**config.mk**
```make
export PLATFORM = sky130hd
export DESIGN_NAME = clock_time_setter
export DESIGN_NICKNAME = d
export VERILOG_FILES = /design/src/rtl/clock_time_setter.sv
export SDC_FILE = /design/constraint.sdc
export NUM_CORES = 1
export LEC_CHECK = 0
export CAP_MARGIN = 20
export CELL_PAD_IN_SITES_DETAIL_PLACEMENT = 0
export CELL_PAD_IN_SITES_GLOBAL_PLACEMENT = 1
export CORE_ASPECT_RATIO = 1.1
export CORE_MARGIN = 3
export CORE_UTILIZATION = 47
export CTS_CLUSTER_DIAMETER = 30
export DETAILED_ROUTE_END_ITERATION = 8
export DONT_BUFFER_PORTS = 1
export GPL_ROUTABILITY_DRIVEN = 0
export GPL_TIMING_DRIVEN = 0
export HOLD_SLACK_MARGIN = 0.1
export PLACE_DENSITY_LB_ADDON = 0.2
export SLEW_MARGIN = 15
export SYNTH_ARGS = -nofsm -noshare
export SYNTH_HDL_FRONTEND = slang
export SYNTH_SLANG_ARGS = --single-unit
```
**constraint.sdc**
```tcl
create_clock -name clk -period 6.33 [get_ports clk]
set_clock_uncertainty 0.1 [all_clocks]
set_input_delay 1.899 -clock clk [delete_from_list [all_inputs] [get_ports clk]]
set_output_delay 1.899 -clock clk [all_outputs]
set_load 0.02 [all_outputs]
```
**src/rtl/clock_time_setter.sv**
```systemverilog
// clock_time_setter: presses the clock's keys to walk its displayed time to a target hh:mm:ss.
// Define CLOCK_SETTER_VERIFY_EN to re-read the displays after setting and flag a mismatch.
module clock_time_setter #(
   parameter int unsigned PRESS_CYC  = 2,
   parameter int unsigned GAP_CYC    = 2,
   parameter int unsigned SETTLE_CYC = 4
) (
   input  logic       clk,
   input  logic       key0_rst,
   input  logic       start,
   input  logic [4:0] tgt_hour,
   input  logic [5:0] tgt_min,
   input  logic [5:0] tgt_sec,
   input  logic [6:0] hex2_sec,
   input  logic [6:0] hex3_sec,
   input  logic [6:0] hex4_min,
   input  logic [6:0] hex5_min,
   input  logic [6:0] hex6_hour,
   input  logic [6:0] hex7_hour,
   output logic       key1_mode,
   output logic       key2_next,
   output logic       key3_incr,
   output logic       busy,
   output logic       done,
   output logic       err
);
   localparam int unsigned PG = PRESS_CYC + GAP_CYC;
   localparam int unsigned CW = $clog2((PG > SETTLE_CYC ? PG : SETTLE_CYC) + 1);
   typedef enum logic [3:0] {IDLE, MODE_IN, SETTLE, CAPTURE, FIELD, NEXT, VWAIT, VERIFY, MODE_OUT, FINISH} state_t;
`ifdef CLOCK_SETTER_VERIFY_EN
   localparam state_t AFTER = VWAIT;
`else
   localparam state_t AFTER = MODE_OUT;
`endif
   state_t        state, state_nx;
   logic [CW-1:0] pc;
   logic [5:0]    rem, n_min_q, n_hour_q, n_sec, n_min, n_hour;
   logic [1:0]    fld;
   logic [4:0]    t_hour;
   logic [5:0]    t_min, t_sec;
   logic          fail, armed, err_bad;
   logic [4:0]    d2, d3, d4, d5, d6, d7;
   logic [6:0]    cur_sec, cur_min, cur_hour, d_sec, d_min, d_hour;
   logic          cur_ok, tgt_ok, go, low, incr_act, counting, cnt_last;

   // {valid, digit} from an active-low gfedcba pattern
   function automatic logic [4:0] dec(input logic [6:0] s);
      case (s)
         7'h40:   return 5'h10;
         7'h79:   return 5'h11;
         7'h24:   return 5'h12;
         7'h30:   return 5'h13;
         7'h19:   return 5'h14;
         7'h12:   return 5'h15;
         7'h02:   return 5'h16;
         7'h78:   return 5'h17;
         7'h00:   return 5'h18;
         7'h10:   return 5'h19;
         default: return 5'h00;
      endcase
   endfunction

   function automatic logic [6:0] num(input logic [4:0] t, input logic [4:0] u);
      return {3'd0, t[3:0]} * 7'd10 + {3'd0, u[3:0]};
   endfunction

   assign d2 = dec(hex2_sec);
   assign d3 = dec(hex3_sec);
   assign d4 = dec(hex4_min);
   assign d5 = dec(hex5_min);
   assign d6 = dec(hex6_hour);
   assign d7 = dec(hex7_hour);
   assign cur_sec  = num(d3, d2);
   assign cur_min  = num(d5, d4);
   assign cur_hour = num(d7, d6);
   assign cur_ok = d2[4] & d3[4] & d4[4] & d5[4] & d6[4] & d7[4] &
                   (d3[3:0] <= 4'd5) & (d5[3:0] <= 4'd5) & (cur_hour <= 7'd23);
   // forward distance to the target, modulo the field's range
   assign d_sec  = {1'b0, t_sec} + 7'd60 - cur_sec;
   assign d_min  = {1'b0, t_min} + 7'd60 - cur_min;
   assign d_hour = {2'b0, t_hour} + 7'd24 - cur_hour;
   assign n_sec  = 6'(d_sec >= 7'd60 ? d_sec - 7'd60 : d_sec);
   assign n_min  = 6'(d_min >= 7'd60 ? d_min - 7'd60 : d_min);
   assign n_hour = 6'(d_hour >= 7'd24 ? d_hour - 7'd24 : d_hour);
   assign tgt_ok = (tgt_hour <= 5'd23) & (tgt_min <= 6'd59) & (tgt_sec <= 6'd59);
   assign go = (state == IDLE) & start & armed;
   assign low = pc < CW'(PRESS_CYC);
   assign incr_act = (state == FIELD) & (rem != 6'd0);
   assign counting = (state inside {MODE_IN, SETTLE, NEXT, VWAIT, MODE_OUT}) | incr_act;
   assign cnt_last = pc == ((state == SETTLE || state == VWAIT) ? CW'(SETTLE_CYC - 1) : CW'(PG - 1));

   always_ff @(posedge clk or negedge key0_rst)
      if (!key0_rst) state <= IDLE;
      else state <= state_nx;

   always_comb begin
      state_nx = state;
      key1_mode = !((state == MODE_IN || state == MODE_OUT) && low);
      key2_next = !(state == NEXT && low);
      key3_incr = !(incr_act && low);
      busy = state != IDLE;
      done = (state == FINISH) & !fail;
      err = err_bad | ((state == FINISH) & fail);
      case (state)
         IDLE:     state_nx = go && tgt_ok ? MODE_IN : IDLE;
         MODE_IN:  state_nx = cnt_last ? SETTLE : MODE_IN;
         SETTLE:   state_nx = cnt_last ? CAPTURE : SETTLE;
         CAPTURE:  state_nx = cur_ok ? FIELD : MODE_OUT;
         FIELD:    state_nx = incr_act ? FIELD : (fld == 2'd2 ? AFTER : NEXT);
         NEXT:     state_nx = cnt_last ? FIELD : NEXT;
         VWAIT:    state_nx = cnt_last ? VERIFY : VWAIT;
         VERIFY:   state_nx = MODE_OUT;
         MODE_OUT: state_nx = cnt_last ? FINISH : MODE_OUT;
         default:  state_nx = IDLE;
      endcase
   end

   always_ff @(posedge clk or negedge key0_rst) begin
      if (!key0_rst) begin
         pc <= '0;
         rem <= '0;
         n_min_q <= '0;
         n_hour_q <= '0;
         fld <= '0;
         t_hour <= '0;
         t_min <= '0;
         t_sec <= '0;
         fail <= 1'b0;
         armed <= 1'b0;
         err_bad <= 1'b0;
      end else begin
         armed <= 1'b1;
         err_bad <= go & !tgt_ok;
         pc <= counting && !cnt_last ? pc + 1'b1 : '0;
         if (go && tgt_ok) begin
            t_hour <= tgt_hour;
            t_min <= tgt_min;
            t_sec <= tgt_sec;
            fail <= 1'b0;
         end
         if (state == CAPTURE) begin
            fail <= !cur_ok;
            rem <= n_sec;
            n_min_q <= n_min;
            n_hour_q <= n_hour;
            fld <= 2'd0;
         end
         if (incr_act && cnt_last) rem <= rem - 1'b1;
         if (state == NEXT && cnt_last) begin
            fld <= fld + 1'b1;
            rem <= fld == 2'd0 ? n_min_q : n_hour_q;
         end
         if (state == VERIFY)
            fail <= fail | !cur_ok | (cur_sec != {1'b0, t_sec}) | (cur_min != {1'b0, t_min}) |
                    (cur_hour != {2'b0, t_hour});
      end
   end
endmodule

```
### Word level (Yosys, flattened, before mapping)

Cells that the tools add are included.

| operators by class | value |
|---|---|
| reductions and logical operators | 29 |
| muxes and demuxes | 29 |
| add/subtract/negate cells | 15 |
| equality and inequality tests | 68 |
| $mul | 3 |
| div/mod/pow operators | 0 |
| bitwise gates (word level) | 22 |
| order comparisons | 10 |
| shift operators | 0 |

Operators with widths:

| operator | number |
|---|---|
| 5-bit one-hot mux with 10 select lines | 6 |
| 7-bit by 5-bit == test with 1-bit output (second input constant) | 18 |
| 7-bit == test (second input constant) | 18 |
| 7-bit by 6-bit == test with 1-bit output (second input constant) | 12 |
| 7-bit by 2-bit == test with 1-bit output (second input constant) | 6 |
| 7-bit zero test | 6 |
| 6-bit two-way mux | 7 |
| 4-bit one-hot mux with 9 select lines | 1 |
| 7-bit by 4-bit adder with 7-bit output | 3 |
| 4-bit by 3-bit multiplier with 6-bit output (second input constant) | 3 |
| 1-bit AND | 16 |
| 4-bit by 3-bit == test with 1-bit output (second input constant) | 4 |
| 6-bit by 6-bit adder with 7-bit output (second input constant) | 2 |
| 7-bit by 6-bit greater-or-equal comparator with 1-bit output (second input constant) | 2 |
| 7-bit by 6-bit != test with 1-bit output | 2 |
| 7-bit subtractor | 2 |
| 6-bit less-or-equal comparator (second input constant) | 2 |
| 4-bit two-way mux | 3 |
| 6-bit subtractor (second input constant) | 2 |
| 4-bit by 2-bit == test with 1-bit output (second input constant) | 2 |
| 4-bit == test (second input constant) | 2 |
| 4-bit by 3-bit less-or-equal comparator with 1-bit output (second input constant) | 2 |
| 1-bit two-way mux | 8 |
| 7-bit by 5-bit greater-or-equal comparator with 1-bit output (second input constant) | 1 |
| other kinds (26) | 46 |

| word-level totals | value |
|---|---|
| memories kept | 0 |
| latch bits | 0 |
| memory bits (writable) | 0 |
| input port bits | 62 |
| memory bits (read-only) | 0 |
| logic and storage cells | 188 |
| bits in registers | 47 |
| output and inout port bits | 6 |

### Logic depth before layout (Yosys ltp)

Gate-level depths: netlist of run 1.

| depth | value |
|---|---|
| word-level depth | 16 |
| mapped depth | 23 |

### Worst setup path before layout of run 1

Ideal clock, no wire load.

| timing | value |
|---|---|
| kind | input-to-reg |
| start point | input hex5_min[3] |
| end point | register n_min_q[4] |
| setup slack | 0.359 ns |
| data required time | 6.163 ns |
| data arrival time | 5.804 ns |
| buffers on the path | 1 |
| stages | 17 |
| cells stage by stage | buf_2 > nand3_1 > or3b_2 > a21o_1 > o21ai_0 > ha_1 > ha_1 > xnor2_1 > ha_1 > inv_1 > ha_1 > xnor2_1 > ha_1 > a32o_1 > a31oi_2 > mux2_2 > nand2_1 |

| between the ends | value |
|---|---|
| longest elaborated chain between the ends | 7 |
| elaborated cells on any way between the ends | 17 |
| those cells by class | add/sub (3); mul (1); order compare (1); eq/ne (9); mux (2); reduce/logical (1) |

RTL lines:

| element | line | source |
|---|---|---|
| start: declaration | 17 | `input logic [6:0] hex5_min,` |
| 7-bit by 5-bit == test with 1-bit output, or another cell as far along | 48 | `case (s)` |
| 5-bit one-hot mux with 10 select lines (*) | 48 |  |
| 4-bit by 3-bit multiplier with 6-bit output (*) | 64 | `return {3'd0, t[3:0]} * 7'd10 + {3'd0, u[3:0]};` |
| 7-bit by 4-bit adder with 7-bit output (*) | 64 |  |
| 7-bit subtractor (*) | 80 | `assign d_min = {1'b0, t_min} + 7'd60 - cur_min;` |
| 6-bit subtractor / 7-bit by 6-bit greater-or-equal comparator with 1-bit output (equally long branches) | 83 | `assign n_min = 6'(d_min >= 7'd60 ? d_min - 7'd60 : d_min);` |
| 6-bit two-way mux (*) | 83 |  |
| end signal: assignment | 144 | `n_min_q <= n_min;` |
| end: declaration | 37 | `logic [5:0] rem, n_min_q, n_hour_q, n_sec, n_min, n_hour;` |

Mark *: on every way between the ends. The rest lies on a longest branch, timed or not.
A chain may end at the register's enable or synchronous reset.

### Final worst setup path of run 1

| timing | value |
|---|---|
| start point | input hex5_min[3] |
| end point | register n_min_q[3] |

Same word-level chain as after synthesis.

==> results of run 1 <==
logic make-up after synthesis:
| group | count (synthesis) |
|---|---|
| AO/OA/AOI/OAI | 150 |
| buffers and inverters | 90 |
| flip-flops | 47 |
| XOR/XNOR | 39 |
| other | 2 |
| AND/OR/NAND/NOR | 262 |
| adder cells (fa/ha/maj) | 67 |
| multiplexers | 17 |
layout by cell type, fill, tap and decap left out, drive strengths merged, types with 21 or more instances in the layout:
cell and n:
nand3 26, nand2 71, nor3 22, inv 66, ha 58, xnor2 24
o21ai 44, nor2 50, dfrtp 47, clkbuf 21, a21oi 43
per-layer routing:
metal	GRT usage, %	vias to the layer above	routed length, um
met4	5.367	0	208
met1	25.74	2239	5646
met5	0	-	0
li1	-	2402	-
met3	3.840	13	524
met2	34.72	81	6267
what timing repair did:
item	4_1_cts	5_1_grt
endpoints found under the setup margin	0	7
hold endpoints to repair	0	0
resized for setup	0	6
worst max-delay path: stages:
cell and delay [ps]:
buf_2 180, nand3_1 110, or3b_2 510, a21o_1 200, a21oi_1 120, nor2_1 100
inv_1 130, ha_1 250, ha_1 210, fa_1 480, xnor2_1 160, ha_1 300
inv_1 50, ha_1 330, a21oi_1 150, xor3_1 290, a31oi_4 230, mux2i_1 260
o21ai_0 100
synthesized netlist by cell type (3+ instances only):
master     n
or4_1      3
nor4_1     9
o21ai_0   42
clkbuf_1  16
nor2_1    50
nor4b_1    4
and3b_1    3
mux2i_1    9
nand3_1   26
nand4b_1   3
o32ai_1    3
a211oi_1   5
nor3_1    22
fa_1       8
buf_2      7
a31oi_1    4
o211ai_1   3
nand4_1   13
nor2b_1    5
ha_1      58
o31ai_1    5
mux2_2     8
dfrtp_1   47
nand2_1   71
o21bai_1   5
or3_1      5
xor2_1    12
a21oi_1   42
a21o_1    12
and2_1     4
nand3b_1   7
nand2b_1  11
xnor2_1   24
nor3b_1    7
or3b_1     3
inv_1     65
power by group:
part / total (W) / switching [W] / internal, W
sequential: 0.000497 / 0.0000721 / 0.000425
clock: 0.000314 / 0.000126 / 0.000188
combinational: 0.00134 / 0.000763 / 0.000576
worst max-delay path by stage:
stage / startpoint / end
2_1_floorplan: hex5_min[3] / n_min_q[4]$_DFFE_PN0P_
3_3_place_gp: hex3_sec[3] / rem[3]$_DFFE_PN0P_
3_5_place_dp: hex3_sec[3] / rem[3]$_DFFE_PN0P_
4_1_cts: hex3_sec[3] / rem[3]$_DFFE_PN0P_
5_1_grt: hex5_min[3] / n_min_q[3]$_DFFE_PN0P_
6_report: hex5_min[3] / n_min_q[3]$_DFFE_PN0P_
metrics by stage:
| stage | instance area (um2) | utilization (%) | TNS [ps] |
|---|---|---|---|
| after floorplan | 5349 | - | 0 |
| after CTS | 5709 | 51.85 | 0 |
| final | 5731 | 52.05 | 0 |
| after global placement | 5533 | 50.25 | -94.30 |
| after detailed placement | 5538 | 50.30 | -85.74 |
| after global routing | 5731 | 52.05 | -15.54 |
area by class of cell:
| type | count | area share, % |
|---|---|---|
| multi-input combinational | 537 | 67.07 |
| sequential | 47 | 20.52 |
| inverter | 65 | 4.258 |
| tap | 147 | 3.210 |
| clock buffer | 5 | 2.183 |
| buffer | 25 | 1.943 |
| clock inverter | 3 | 0.8079 |
state kept, by name (all words and copies together), names as in the netlist:
| name | flops |
|---|---|
| armed | 1 |
| t_hour | 5 |
| pc | 3 |
| n_min_q | 6 |
| t_min | 6 |
| state | 4 |
| fld | 2 |
| fail | 1 |
| rem | 6 |
| t_sec | 6 |
| err_bad | 1 |
| n_hour_q | 6 |
==> summary.md, run 1 <==
At the worst endpoint, the arrival time is 6060 ps. The run gives 0 as the number of synthesis warnings. The die covers 12700 um2. In this run, synthesis produced a sequential element count of 47. Counting tap cells, the placed design contains a total of 821 instances.

In this run the power density over the cells is 375.2 nW/um2. The tools report the flop-to-flop setup slack as 3130 ps. The vertical die dimension was 117.9 um. The synthesized design spends more area on one cell type than any other, namely dfrtp_1. The overall die width works out to 107.7 um.

For this design, the CTS-stage hold fixing added 0 buffers. Summing internal, switching and leakage power gives 0.002150 W. After synthesis, the share of flip-flops with an asynchronous set or reset is 100.0%. A synthesized cell averages 7.936 um2. The number of global-route vias before repair is 4444. Dividing the detail-routed wire length by the instance count gives 15.25 um. In this run the count of I/O pins placed on the die edge is 68.

The logs give 76 for the number of distinct library cells after synthesis and 0 for the post-detailed-route count of antenna-violating nets. Counting the buffers created by CTS gives 5. Port buffering added 0 buffers. The area of the core is 11010 um2, and the number of endpoints failing setup at the final stage is 0.

The critical path in this run is classified as in -> reg. Once detailed placement completed, the half-perimeter wirelength came to 10210 um. The flow ran to the end, and the final reports show no timing, DRC or antenna violations. At the pin with the least slew margin, the transition time is 720.1 ps. The tools report the top achievable clock speed as 0.1668 GHz. The logs give -41.68 ps for the pre-CTS setup slack and 674 for the synthesized instance count.

Share of the synthesized area in compound gates (AO/OA/AOI/OAI): 17.82%. Minimum clock period after layout: 5995 ps. The tools report the capturing element type of the critical path as a flop. Setup repair after global routing could not meet its margin everywhere. Entering global routing, the biggest net connects 48 pins. The first global-routing pass estimated 21180 um of wire. The final hold slack was 335.3 ps. The H-tree generated during clock tree synthesis spans 2 levels. Relative to the synthesized area, the layout overhead comes to 7.135%.

The number of nets handed over by synthesis was 802. The logs give 5349 um2 for the netlist area before placement and 4735 for the total vias in the final route. For the worst setup path, the data required time is 6400 ps. For this run, the detailed router's first-pass iteration total came to 4.

The number of filler cells placed in the layout came out at 1101. The via density per instance was 5.712; the area occupied by multi-input gates was 3844 um2. In this run the most critical hold path is launched from pc[0]$_DFF_PN0_. The final wirelength is 12650 um, and the adder and majority gate portion of the synthesized area is 16.75%. TritonCTS built the clock tree. Summing the areas of all xor and xnor instances in the mapped netlist gives 7.088% of the synthesized area. The logic depth of the worst register-to-register path came out at 10.

Of the cells placed in the final design, the portion with a size suffix greater than 1 is 6.745%. The remaining global-route overflow is 0, and the post-CTS setup repair buffer count is 0. The worst-case IR drop observed on VDD is 127.6 uV.

In this run the core area contains 40 standard-cell rows. In this run, synthesis inferred 0 flip-flops with an integrated enable. The maximum buffer depth of the clock tree came out at 2. The capture instance of the worst register-to-register path was rem[2]$_DFFE_PN0P_. After synthesis, the largest family of logic cells by area is simple AND/OR/NAND/NOR gates.

Across the whole layout, storage elements account for 1176 um2. After the last flow step, the layout net total stands at 809. The path with the worst hold slack has its endpoint at pc[0]$_DFF_PN0_. The worst register-to-register path begins at t_sec[1]$_DFFE_PN0P_.

The post-route clock period utilization works out to 94.71%. The detailed router finished its first iteration with 210 violations. By area the synthesized netlist is led by dfrtp_1 22%, ha_1 14%, nand2_1 5.0%, inv_1 4.6%, a21oi_1 3.9%. The number of antenna violations at the first check in global routing was 0. Most common flop cell mapped by yosys: dfrtp_1.

Once layout is complete, the cells apart from fillers number 829. The cell at the root of the clock tree is clkbuf_16. The run gives 0 as the final hold violation count. The proportion of synthesized area in mux cells was 3.368%; the register clock-pin slew on the reported worst setup and hold paths was 70 ps. The run gives 47 as the TritonCTS sink count. The proportion of synthesized chip area in sequential cells is 21.99%. In the routed design, unresolved DRC markers number 0. Max-cap violations in this run came to 0.

The number of diodes added for antenna fixing is 0, and the share of synthesized cell area in and, or, nand and nor gates is 26.22%. The logs give 20.21% for the overall routing resource usage and 300 ps for the insertion delay to the later sink of the worst-skew pair. The leakage dissipation came out at 2.569 nW.

The worst pin sits at a relative slew slack of 51.73%. Class of the most critical hold timing path: reg -> reg. In this run the biggest area consumer among cell types represents 21.99% of the synthesized area. Initial standard-cell utilization of the core: 48.58%. The run gives 0 as the final number of max-transition violations. The worst path meets setup with 334.6 ps of slack. The maximum fanout along the worst path was 9.

STA classifies the critical path startpoint as an input pin. Worst hold path depth: 1.
Note: power is estimated with default switching activity, not from simulation.
==> run 2, diff against run 1 <==
CTS_BUF_LIST = sky130_fd_sc_hd__clkbuf_16   (was default)
MAX_ROUTING_LAYER = met4   (was default)
REMOVE_ABC_BUFFERS = 1   (was default)
==> run 2 against run 1 <==
  * Count of clock-buffer cells in the layout is the same
  * Largest power group unchanged
  * Sequential share of layout area grew 0.51 points
  * Via count shrank 3.1%
  * Highest routed layer unchanged
  * Routed wire length shrank 3.1%
  * Flip-flop and latch count is the same
  * Utilization shrank 1.3 points
  * Critical endpoint is now n_min_q[4]$_DFFE_PN0P_
  * Register-to-register slack is essentially flat
  * Critical path type unchanged
==> summary.md, run 2 (synthesized netlist as in run 1, its figures left out) <==
The run gives 0 (unchanged) as the total DRC errors in the routed layout. The tree is rooted in a clkbuf_16. The overall die width came out at 107.7 um (unchanged). For the total of hold buffers inserted after clock tree synthesis, the log shows 0 (unchanged).

The via density per instance is 5.701 (-0.19%). The run gives 4589 (-3.1%) as the total vias in the final route. Power density relative to cell area: 368.2 nW/um2 (-1.8%). The first-pass iteration count of the detailed router was 4 (unchanged). The tools report the worst endpoint data arrival time as 5970 ps (-90 ps). The tools report the post-cts gate resize count as 0 (unchanged). The tools report the overall routing resource usage as 19.95% (-0.26 points). The overall power of the completed layout is 0.002059 W (-4.2%). The transition at the pin with the smallest max-transition slack works out to 968.2 ps (+248.2 ps). The count of buffer and inverter cells on the critical path was 3 (unchanged); the maximum number of pins on one net before global-route repair was 48 (unchanged). The logs give 290 ps (about the same) for the insertion delay to the later sink of the worst-skew pair and 12700 um2 (unchanged) for the die area. The tightest slew margin relative to the limit was 35.27% (-16 points); the area of the core was 11010 um2 (unchanged). The count of cell instances traversed by the critical path was 18 (-1).

STA classifies the critical path startpoint as an input pin. Total of buffers placed on input and output ports: 0 (unchanged). The flow ran to the end, and the final reports show no timing, DRC or antenna violations. The tools report the number of global-route vias before repair as 4420 (-0.54%). The maximum cell stage delay along the critical path is 490 ps (-20 ps), and the share of final-layout standard cells stronger than drive strength 1 is 5.775% (-0.97 points). TritonCTS built the clock tree.

The final number of max-transition violations is 0 (unchanged), and the vertical die dimension is 117.9 um (unchanged). In the layout the commonest cells are 71 x nand2_1, 65 x inv_1, 58 x ha_1. The tools report the max capacitance violation total as 0 (unchanged). The number of antenna violations at the first check in global routing was 0 (unchanged).

In this run the worst hold path is classified as reg -> reg. In this design, the largest share of critical-path delay is due to compound AO/OA/AOI/OAI gates. The minimum clock period after layout is 5845 ps (-150.3 ps), and the layout overhead on the synthesized area is 4.515%. The endpoint identified for the worst register-to-register timing path is rem[2]$_DFFE_PN0P_. The tools report the final wirelength as 12250 um (-3.1%).

Violation count after the first detailed-routing iteration: 218 (+3.8%). The register clock-pin slew on the reported worst setup and hold paths was 70 ps (about the same); the post-detailed-route count of antenna-violating nets was 0 (unchanged). Leakage dissipation: 2.511 nW (-2.3%). The critical register-to-register path startpoint is t_sec[1]$_DFFE_PN0P_.

The HPWL after detailed placement was 9755 um (-4.5%); the post-detailed-route wirelength per cell was 15.22 um (-0.24%). The remaining global-route overflow was 0 (unchanged); the initial standard-cell utilization of the core was 48.58% (unchanged). The worst path required time was 6450 ps (+50 ps). The total clock buffers created by CTS came out at 5 (unchanged). Setup repair after global routing left no endpoint under its margin.

The CTS H-tree depth was 2 (unchanged). The logs give 20430 um (-3.6%) for the global-route wire length before repair and 177.8 uV (+39%) for the peak supply drop. Traced cell by cell, the critical path runs through nor4b_1, a21oi_1, o32ai_1, ha_1, inv_1, fa_1, inv_1, ha_1, inv_1, ha_1, a21o_1, a21oi_1, o21bai_1, a21oi_1, xor3_1, a31oi_2, mux2_2, nand2_1. The TritonCTS sink count was 47 (unchanged); the number of rows in the core area was 40 (unchanged). The logic depth of the worst register-to-register path works out to 10 (unchanged).

The most critical setup path has its startpoint at hex4_min[3]. The flop-to-flop setup slack is 3140 ps (about the same). For the maximum buffer depth of the clock tree, the log shows 2 (unchanged). The top achievable clock speed is 0.1711 GHz (+2.6%). STA classifies the critical path endpoint as a flop. The final hold violation count is 0 (unchanged). The layout net count came out at 785 (-3.0%). The class of the most critical setup path was in -> reg. The maximum fanout along the worst path was 6 (-3); the final-layout setup total negative slack was 0 ps (unchanged). The number of endpoints failing setup at the final stage was 0 (unchanged).

The slowest stage of the critical path belongs to the cell nor4b_1. The critical path ends at n_min_q[4]$_DFFE_PN0P_. The number of diodes added for antenna fixing came out at 0 (unchanged).

The commonest non-fill, non-tap cell in the layout was nand2_1. The logs give 349.3 ps (+14.00 ps) for the final hold slack and 0 (unchanged) for the post-CTS setup repair buffer count. The post-route clock period utilization is 92.34% (-2.4 points), and the total I/O pin count is 68 (unchanged).
==> run 2: cell type report <==
| class | count | area (um2) |
|---|---|---|
| repair buffers | 1 | 15.01 |
| well taps | 147 | 183.9 |
| multi-input cells | 537 | 3831 |
| fillers | 1101 | 5420 |
| clock buffers | 5 | 125.1 |
| clock inverters | 3 | 15.01 |
| flip-flops and latches | 47 | 1176 |
| inverters | 65 | 244.0 |
==> run 2: how the worst min path moves through the flow <==
stage                                from         endpoint  slack (ps)  depth (start not counted)
after floorplan           pc[0]$_DFF_PN0_  pc[0]$_DFF_PN0_         310                          1
after detailed placement  pc[0]$_DFF_PN0_  pc[0]$_DFF_PN0_         360                          1
after CTS                 pc[0]$_DFF_PN0_  pc[0]$_DFF_PN0_         370                          1
final                     pc[0]$_DFF_PN0_  pc[0]$_DFF_PN0_         350                          1
after global placement    pc[0]$_DFF_PN0_  pc[0]$_DFF_PN0_         330                          1
after global routing      pc[0]$_DFF_PN0_  pc[0]$_DFF_PN0_         390                          1
==> run 2: metal layers <==
| metal | wire length [um] | vias up | part of all wire [%] | global-route usage [%] |
|---|---|---|---|---|
| met5 | 0 | - | 0 | - |
| met4 | 200 | 0 | 1.6 | 4.578 |
| met3 | 460 | 13 | 3.8 | 3.620 |
| met2 | 6143 | 79 | 50 | 33.90 |
| met1 | 5446 | 2146 | 44 | 24.53 |
| li1 | - | 2351 | - | - |
==> run 2: through the flow <==
step	setup slack [ps]	area, um2	instances	utilization [%]
after global routing	75.21	5590	805	50.77
after CTS	373.7	5585	805	50.73
after detailed placement	110.2	5445	797	49.45
after global placement	118.4	5423	796	49.25
final	485.0	5590	805	50.77
after floorplan	553.8	5239	649	-
==> run 2: report_power, final <==
group          switching (W)  total [W]  internal [W]
combinational       0.000721    0.00129      0.000565
clock               0.000119   0.000264      0.000145
sequential         0.0000841   0.000509      0.000425
total               0.000924    0.00206       0.00113
